`config.mk`:
```
export PLATFORM = sky130hd
export DESIGN_NAME = audio_sample_buffer_flat
export DESIGN_NICKNAME = d
export VERILOG_FILES = /design/src/rtl/audio_sample_buffer_pkg.sv /design/src/rtl/audio_sample_buffer_if.sv /design/src/rtl/audio_sample_buffer_fifo_ram.sv /design/src/rtl/audio_sample_buffer.sv /design/src/flat_wrapper.sv
export SDC_FILE = /design/constraint.sdc
export NUM_CORES = 1
export LEC_CHECK = 0
export CORE_MARGIN = 2
export CORE_UTILIZATION = 39
export CTS_CLUSTER_DIAMETER = 30
export DETAILED_ROUTE_END_ITERATION = 16
export MAX_ROUTING_LAYER = met4
export PLACE_DENSITY = 0.54
export SYNTH_ARGS = -nofsm -noshare
export SYNTH_HDL_FRONTEND = slang
export SYNTH_SLANG_ARGS = --single-unit
```
`constraint.sdc`:
```
create_clock -name in_clk -period 7.08 [get_ports in_clk]
set_clock_uncertainty 0.1 [all_clocks]
set_input_delay 1.416 -clock in_clk [delete_from_list [all_inputs] [get_ports in_clk]]
set_output_delay 1.416 -clock in_clk [all_outputs]
set_load 0.01 [all_outputs]
```
`src/rtl/audio_sample_buffer_pkg.sv`:
```
// Shared types and constants for the audio sample buffer slice.
package audio_pkg;

  localparam int unsigned SAMPLE_W = 32;

  typedef logic [SAMPLE_W-1:0] sample_t;

  typedef enum logic [1:0] {
    IDLE    = 2'd0,
    PREFILL = 2'd1,
    RUN     = 2'd2,
    DRAIN   = 2'd3
  } state_e;

  // Saturating 8-bit increment used by the underrun counter.
  function automatic logic [7:0] sat_inc8(input logic [7:0] v);
    return (v == 8'hFF) ? v : v + 8'd1;
  endfunction

endpackage

```
`src/rtl/audio_sample_buffer_if.sv`:
```
// Sender-side handshake bundle: request ticks in, samples and stream framing out.
interface audio_sample_buffer_if;
  import audio_pkg::*;

  logic    req_tick;
  logic    req_mode;
  logic    out_valid;
  sample_t out_data;
  logic    snd_start;
  logic    snd_end;
  logic    snd_22k;

  // Buffer side
  modport master (
    input  req_tick, req_mode,
    output out_valid, out_data, snd_start, snd_end, snd_22k
  );

  // I2S sender side
  modport slave (
    output req_tick, req_mode,
    input  out_valid, out_data, snd_start, snd_end, snd_22k
  );
endinterface

```
`src/rtl/audio_sample_buffer_fifo_ram.sv`:
```
// Simple dual-port sample RAM: synchronous write, registered read that holds
// its value between reads so it can drive the sender data bus directly.
module audio_fifo_ram
  import audio_pkg::*;
#(
  parameter int unsigned DEPTH_LOG2 = 3
) (
  input  logic                  clk,
  input  logic                  rst_n,
  input  logic                  wr_en_i,
  input  logic [DEPTH_LOG2-1:0] wr_addr_i,
  input  sample_t               wr_data_i,
  input  logic                  rd_en_i,
  input  logic [DEPTH_LOG2-1:0] rd_addr_i,
  output sample_t               rd_data_o
);

  sample_t mem_q [2**DEPTH_LOG2];
  sample_t rd_data_q;

  // Storage array: written on accepted samples only, never reset.
  always_ff @(posedge clk) begin
    if (wr_en_i) mem_q[wr_addr_i] <= wr_data_i;
  end

  // Read register: loads on a pop, otherwise holds the last delivered sample.
  always_ff @(posedge clk or negedge rst_n) begin
    if (!rst_n)       rd_data_q <= '0;
    else if (rd_en_i) rd_data_q <= mem_q[rd_addr_i];
  end

  assign rd_data_o = rd_data_q;

endmodule

```
`src/rtl/audio_sample_buffer.sv`:
```
// Sample buffer feeding the I2S sender: FIFO pointers/level, stream FSM,
// refill request and underrun/overflow bookkeeping, all in the in_clk domain.
module audio_sample_buffer
  import audio_pkg::*;
#(
  parameter int unsigned DEPTH_LOG2    = 3,
  parameter int unsigned PREFILL_LEVEL = 2,
  parameter int unsigned LOW_WATER     = 3
) (
  input  logic                  in_clk,
  input  logic                  rst_n,
  input  logic                  wr_valid,
  input  sample_t               wr_data,
  output logic                  wr_ready,
  input  logic                  play_start,
  input  logic                  play_stop,
  input  logic                  rate_22k_in,
  audio_sample_buffer_if.master snd,
  output logic                  host_req,
  output logic [DEPTH_LOG2:0]   level,
  output logic [7:0]            underrun_cnt,
  output logic                  overflow
);

  localparam int unsigned LVL_W = DEPTH_LOG2 + 1;
  localparam logic [DEPTH_LOG2:0]   FULL_LVL = LVL_W'(2**DEPTH_LOG2);
  localparam logic [DEPTH_LOG2:0]   PRE_LVL  = LVL_W'(PREFILL_LEVEL);
  localparam logic [DEPTH_LOG2:0]   LOW_LVL  = LVL_W'(LOW_WATER);
  localparam logic [DEPTH_LOG2:0]   LVL_ONE  = LVL_W'(1);
  localparam logic [DEPTH_LOG2-1:0] PTR_ONE  = DEPTH_LOG2'(1);

  state_e                  state_q;
  logic [DEPTH_LOG2-1:0]   wr_ptr_q, wr_ptr_d;
  logic [DEPTH_LOG2-1:0]   rd_ptr_q, rd_ptr_d;
  logic [DEPTH_LOG2:0]     level_q, level_d;
  logic                    out_valid_q;
  logic                    snd_start_q;
  logic                    snd_end_q;
  logic                    snd_22k_q;
  logic [7:0]              underrun_q;
  logic                    overflow_q;

  logic                    full;
  logic                    wr_en;
  logic                    tick_ok;
  logic                    pop;
  logic                    start_go;
  sample_t                 rd_data;

  // Handshake qualification; full uses the registered level so a pop in the
  // same cycle cannot free a slot for a write.
  always_comb begin
    full     = (level_q == FULL_LVL);
    wr_en    = wr_valid && !full;
    tick_ok  = snd.req_tick && snd.req_mode && ((state_q == RUN) || (state_q == DRAIN));
    pop      = tick_ok && (level_q != '0);
    start_go = (state_q == IDLE) && play_start && !play_stop;
  end

  // Next-state pointers and fill level.
  always_comb begin
    wr_ptr_d = wr_ptr_q;
    rd_ptr_d = rd_ptr_q;
    level_d  = level_q;
    if (wr_en) wr_ptr_d = wr_ptr_q + PTR_ONE;
    if (pop)   rd_ptr_d = rd_ptr_q + PTR_ONE;
    case ({wr_en, pop})
      2'b10:   level_d = level_q + LVL_ONE;
      2'b01:   level_d = level_q - LVL_ONE;
      default: level_d = level_q;
    endcase
  end

  // FIFO bookkeeping registers.
  always_ff @(posedge in_clk or negedge rst_n) begin
    if (!rst_n) begin
      wr_ptr_q <= '0;
      rd_ptr_q <= '0;
      level_q  <= '0;
    end else begin
      wr_ptr_q <= wr_ptr_d;
      rd_ptr_q <= rd_ptr_d;
      level_q  <= level_d;
    end
  end

  // Stream FSM with registered framing pulses, rate latch and status counters.
  always_ff @(posedge in_clk or negedge rst_n) begin
    if (!rst_n) begin
      state_q     <= IDLE;
      out_valid_q <= 1'b0;
      snd_start_q <= 1'b0;
      snd_end_q   <= 1'b0;
      snd_22k_q   <= 1'b0;
      underrun_q  <= '0;
      overflow_q  <= 1'b0;
    end else begin
      out_valid_q <= pop;
      snd_start_q <= 1'b0;
      snd_end_q   <= 1'b0;
      // Overflow clear on a new stream, then any refused write re-arms it.
      overflow_q  <= (start_go ? 1'b0 : overflow_q) | (wr_valid && full);
      if (start_go)
        underrun_q <= '0;
      else if (tick_ok && (level_q == '0))
        underrun_q <= sat_inc8(underrun_q);

      case (state_q)
        IDLE: begin
          if (start_go) begin
            state_q   <= PREFILL;
            snd_22k_q <= rate_22k_in;
          end
        end
        PREFILL: begin
          if (play_stop) begin
            state_q <= IDLE;
          end else if (level_q >= PRE_LVL) begin
            state_q     <= RUN;
            snd_start_q <= 1'b1;
          end
        end
        RUN: begin
          if (play_stop) state_q <= DRAIN;
        end
        DRAIN: begin
          if (level_q == '0) begin
            state_q   <= IDLE;
            snd_end_q <= 1'b1;
          end
        end
        default: state_q <= IDLE;
      endcase
    end
  end

  audio_fifo_ram #(
    .DEPTH_LOG2(DEPTH_LOG2)
  ) u_ram (
    .clk       (in_clk),
    .rst_n     (rst_n),
    .wr_en_i   (wr_en),
    .wr_addr_i (wr_ptr_q),
    .wr_data_i (wr_data),
    .rd_en_i   (pop),
    .rd_addr_i (rd_ptr_q),
    .rd_data_o (rd_data)
  );

  assign wr_ready      = !full;
  assign host_req      = ((state_q == PREFILL) || (state_q == RUN)) && (level_q <= LOW_LVL);
  assign level         = level_q;
  assign underrun_cnt  = underrun_q;
  assign overflow      = overflow_q;
  assign snd.out_valid = out_valid_q;
  assign snd.out_data  = rd_data;
  assign snd.snd_start = snd_start_q;
  assign snd.snd_end   = snd_end_q;
  assign snd.snd_22k   = snd_22k_q;

endmodule

```
`src/flat_wrapper.sv`:
```
// flat-port wrapper written by rule: the top's interface ports become plain ports
module audio_sample_buffer_flat import audio_pkg::*;
#(
  parameter int unsigned DEPTH_LOG2    = 3,
  parameter int unsigned PREFILL_LEVEL = 2,
  parameter int unsigned LOW_WATER     = 3
)
  (in_clk, rst_n, wr_valid, wr_data, wr_ready, play_start, play_stop, rate_22k_in, host_req, level, underrun_cnt, overflow, snd_req_tick, snd_req_mode, snd_out_valid, snd_out_data, snd_snd_start, snd_snd_end, snd_snd_22k);
  audio_sample_buffer_if snd_i ();
  input  logic in_clk;
  input  logic rst_n;
  input  logic wr_valid;
  input  sample_t wr_data;
  output logic wr_ready;
  input  logic play_start;
  input  logic play_stop;
  input  logic rate_22k_in;
  output logic host_req;
  output logic [DEPTH_LOG2:0] level;
  output logic [7:0] underrun_cnt;
  output logic overflow;
  input wire logic [$bits(snd_i.req_tick)-1:0] snd_req_tick;
  input wire logic [$bits(snd_i.req_mode)-1:0] snd_req_mode;
  output wire logic [$bits(snd_i.out_valid)-1:0] snd_out_valid;
  output wire logic [$bits(snd_i.out_data)-1:0] snd_out_data;
  output wire logic [$bits(snd_i.snd_start)-1:0] snd_snd_start;
  output wire logic [$bits(snd_i.snd_end)-1:0] snd_snd_end;
  output wire logic [$bits(snd_i.snd_22k)-1:0] snd_snd_22k;
  assign snd_i.req_tick = snd_req_tick;
  assign snd_i.req_mode = snd_req_mode;
  assign snd_out_valid = snd_i.out_valid;
  assign snd_out_data = snd_i.out_data;
  assign snd_snd_start = snd_i.snd_start;
  assign snd_snd_end = snd_i.snd_end;
  assign snd_snd_22k = snd_i.snd_22k;
  audio_sample_buffer #(.DEPTH_LOG2(DEPTH_LOG2), .PREFILL_LEVEL(PREFILL_LEVEL), .LOW_WATER(LOW_WATER)) u_core (.in_clk(in_clk), .rst_n(rst_n), .wr_valid(wr_valid), .wr_data(wr_data), .wr_ready(wr_ready), .play_start(play_start), .play_stop(play_stop), .rate_22k_in(rate_22k_in), .snd(snd_i), .host_req(host_req), .level(level), .underrun_cnt(underrun_cnt), .overflow(overflow));
endmodule
```
==> impl_metrics.toml <==
[status]
status = "complete, no violations"

[route]
wl_per_cell_microns = 20.4
wirelength_microns = 24500
drc_violations_left = 0
detailedRoute.firstPassIterationCount = 6
vias_per_cell = 5.10
dr_total_vias = 6103
ant_nets = 0
dr.first_iter.drc_count = 347

[synth]
postSynthNetCount = 661
synth_top_flop_cell = "sky130_fd_sc_hd__edfxtp_1"
synthesis.yosys.warnings = 0
synth_cell_types = 42
async_reset_ff_frac = 0.182
post_synthesis_sequential_element_count = 313
syn_area_sq_um = 12100
synth_seq_area_share = 0.755
synth_area_per_cell_sq_um = 19.8
synth_enable_flop_cells = 256
synthCells = 610

[worst_setup_path]
reg2reg_from = "u_core.state_q[0]$_DFFE_PN0P_"
timing.rr.end = "u_core.level[2]$_DFFE_PN0P_"
cp.arrival_ps = 4220
worstSetupStartpointType = "primary input"
endpoint_kind = "flip-flop"
setup.worst_path.class = "in2reg"
worst_ep_required_time_ps = 7430
r2r.worst_path.cells = 12
timing.reg2reg.setup_slack_ps = 3720
critical_path_peak_fanout = 70

[clock_tree]
insertion_delay_ps = 580
cts_hold_buffers = 0
tritoncts_num_sinks = 313
cts_htree_levels = 2
cts_root_buf = "sky130_fd_sc_hd__clkbuf_16"
cts_post_setup_buffers_inserted = 0
cts_tree = "built"
clkTransAtPathRegs_ps = 50
cts-root-to-sink-buffers = 3
cts_inserted_buffers = 61
cts-resized-gates = 0

[placement]
gpl.final_weighted_congestion = 0.751
pre_cts_ws_ps = 2630
place_hpwl_microns = 12500
io_buffers = 90
dpl.cell_count = 1078

[grt]
grt_util_all_layers = 0.157
first_global_vias = 6692
gr-total-overflow = 0
first_pass_grt_wire_length_microns = 38100
antenna_found_initial = 1
pin_count_of_the_biggest_net_entering_global_routing = 71

[timing]
setup_viol_count_final = 0
worst_pin_slew_ps = 949
fmax_mhz = 258
timing_hold_violations_final = 0
grt_setup_unrepaired = "no"
final_setup_tns_ps = 0
crit_path_setup_slack_layout_ps = 3210
relSlewSlack = 0.368
final_min_period_over_clock_period = 0.546
min_period_ps = 3870
maxSlewViolCount = 0

[run]
timing.max_cap.violations = 0

[worst_hold_path]
min_to = "u_core.snd.snd_22k$_DFFE_PN0P_"
worstHoldPathCells = 2
hp-start = "u_core.snd.snd_22k$_DFFE_PN0P_"
min-delay-path-class = "reg2reg"

[layout]
drive_above_1_share = 0.246
final_nets = 796
syn_to_layout_area_delta_pct = 29.1
post_layout_nonfiller_instances = 1196

[floorplanning]
die_height_microns = 180
std_cell_rows = 64
dieArea_sq_um = 32400
initial_core_util = 0.395
fp.dieW_microns = 180
ios = 91
core-area_sq_um = 30500

[power_and_ir_drop]
leakage_nw = 5.36
irDropWorstVdd_mv = 0.204
power.density_cell_area_nw_per_um2 = 448
design_power_total_w = 0.00697
-- kinds of logic (layout without fill, tap and decap cells) --
logic type	after synthesis	count (layout)	synth area share
flip-flops	313	313	0.755
AND/OR/NAND/NOR	88	88	0.0354
adder cells (fa/ha/maj)	11	11	0.0114
buffers and inverters	34	222	0.0142
XOR/XNOR	12	12	0.00871
other	0	2	0
AO/OA/AOI/OAI	52	52	0.0253
multiplexers	100	100	0.150
-- sequential cells by signal (all words and copies together), names as in the netlist, named ones only --
signal                  cells
u_core.u_ram.mem_q        256
u_core.u_ram.rd_data_o     32
u_core.underrun_cnt         8
u_core.level                4
u_core.rd_ptr_q             3
u_core.wr_ptr_q             3
u_core.overflow             1
u_core.snd.out_valid        1
u_core.snd.snd_22k          1
u_core.snd.snd_end          1
u_core.snd.snd_start        1
u_core.state_q              1
-- per-layer routing --
layer,global-route usage,part of all wire,up-vias
li1,-,-,2739
met1,0.190,0.43,3181
met2,0.264,0.51,145
met3,0.0375,0.044,38
met4,0.0465,0.016,0
met5,-,0,-
-- per-stage QoR --
step	util	instance area, sq um	hold slack (ps)
after global routing	0.510	15600	434
final	0.510	15600	388
after CTS	0.510	15600	399
after global placement	0.441	13500	361
after detailed placement	0.441	13500	388
after floorplan	-	12100	408
-- report_power, final --
part	internal, W	total (W)	switching (W)
clock network	0.00191	0.00288	0.000968
registers	0.00237	0.00267	0.000303
logic	0.000777	0.00142	0.000646
total	0.00506	0.00697	0.00192
-- worst max-delay path: stages --
cell and delay (ps):
sky130_fd_sc_hd__clkdlybuf4s50_1 460, sky130_fd_sc_hd__o211a_1 260, sky130_fd_sc_hd__nor2b_4 170, sky130_fd_sc_hd__buf_4 630
sky130_fd_sc_hd__ha_1 390, sky130_fd_sc_hd__xor2_1 100, sky130_fd_sc_hd__ha_1 200, sky130_fd_sc_hd__a21oi_1 190
sky130_fd_sc_hd__xor2_1 180, sky130_fd_sc_hd__nor2_1 70, sky130_fd_sc_hd__xor2_1 140
-- placed cells by master (no fill, tap or decap), drive strengths merged, types with 3 or more instances in the layout --
cell type and n:
or3 3, nor2 41, bufinv 8, edfxtp 256, clkinv 19, nor3 5
mux2i 33, clkdlybuf4s50 89, mux4 64, a21oi 39, nor2b 3, nand2 14
ha 11, nand2b 5, clkbuf 73, inv 13, nand3 5, buf 12
xor2 7, dfrtp 57, xnor2 5, o21ai 5, clkinvlp 8, mux2 3
-- cell type report --
| type | instances | area [sq um] |
|---|---|---|
| inverters | 5 | 18.8 |
| fillers | 2462 | 14900 |
| well taps | 396 | 495 |
| multi-input cells | 263 | 2840 |
| clock buffers | 73 | 1590 |
| clock inverters | 43 | 522 |
| diodes | 2 | 5.00 |
| repair buffers | 101 | 981 |
| flip-flops and latches | 313 | 9120 |
-- synthesized netlist by cell type (all sizes together), types with 2 or more instances --
master   count  area share
nand3        5      0.0021
edfxtp     256        0.64
nor2        41       0.013
mux2i       33       0.027
nor2b        3      0.0016
a21oi       39       0.016
nand2       14      0.0044
o21ai        5      0.0021
xnor2        5      0.0036
nor3         5      0.0021
buf         20      0.0099
nor4         2      0.0023
mux2         3      0.0028
clkbuf       9      0.0028
dfrtp       57        0.12
xor2         7      0.0051
and3         2      0.0010
inv          5      0.0016
mux4        64        0.12
nand2b       5      0.0026
nor3b        2      0.0012
o2111ai      2      0.0020
ha          11       0.011
and2         2      0.0010
or3          3      0.0016
-- worst max-delay path by stage --
stage / cells past startpoint / end / slack, ps / start
after CTS: 11 / u_core.level[2]$_DFFE_PN0P_ / 3220 / snd_req_mode
after global routing: 11 / u_core.level[2]$_DFFE_PN0P_ / 3010 / snd_req_mode
after detailed placement: 11 / u_core.level[2]$_DFFE_PN0P_ / 2630 / snd_req_mode
after floorplan: 3 / u_core.u_ram.mem_q[0][0]$_DFFE_PP_ / 1730 / wr_valid
final: 11 / u_core.level[2]$_DFFE_PN0P_ / 3210 / snd_req_mode
after global placement: 11 / u_core.level[2]$_DFFE_PN0P_ / 2770 / snd_req_mode
No activity file was read; power rests on OpenSTA's default activity.
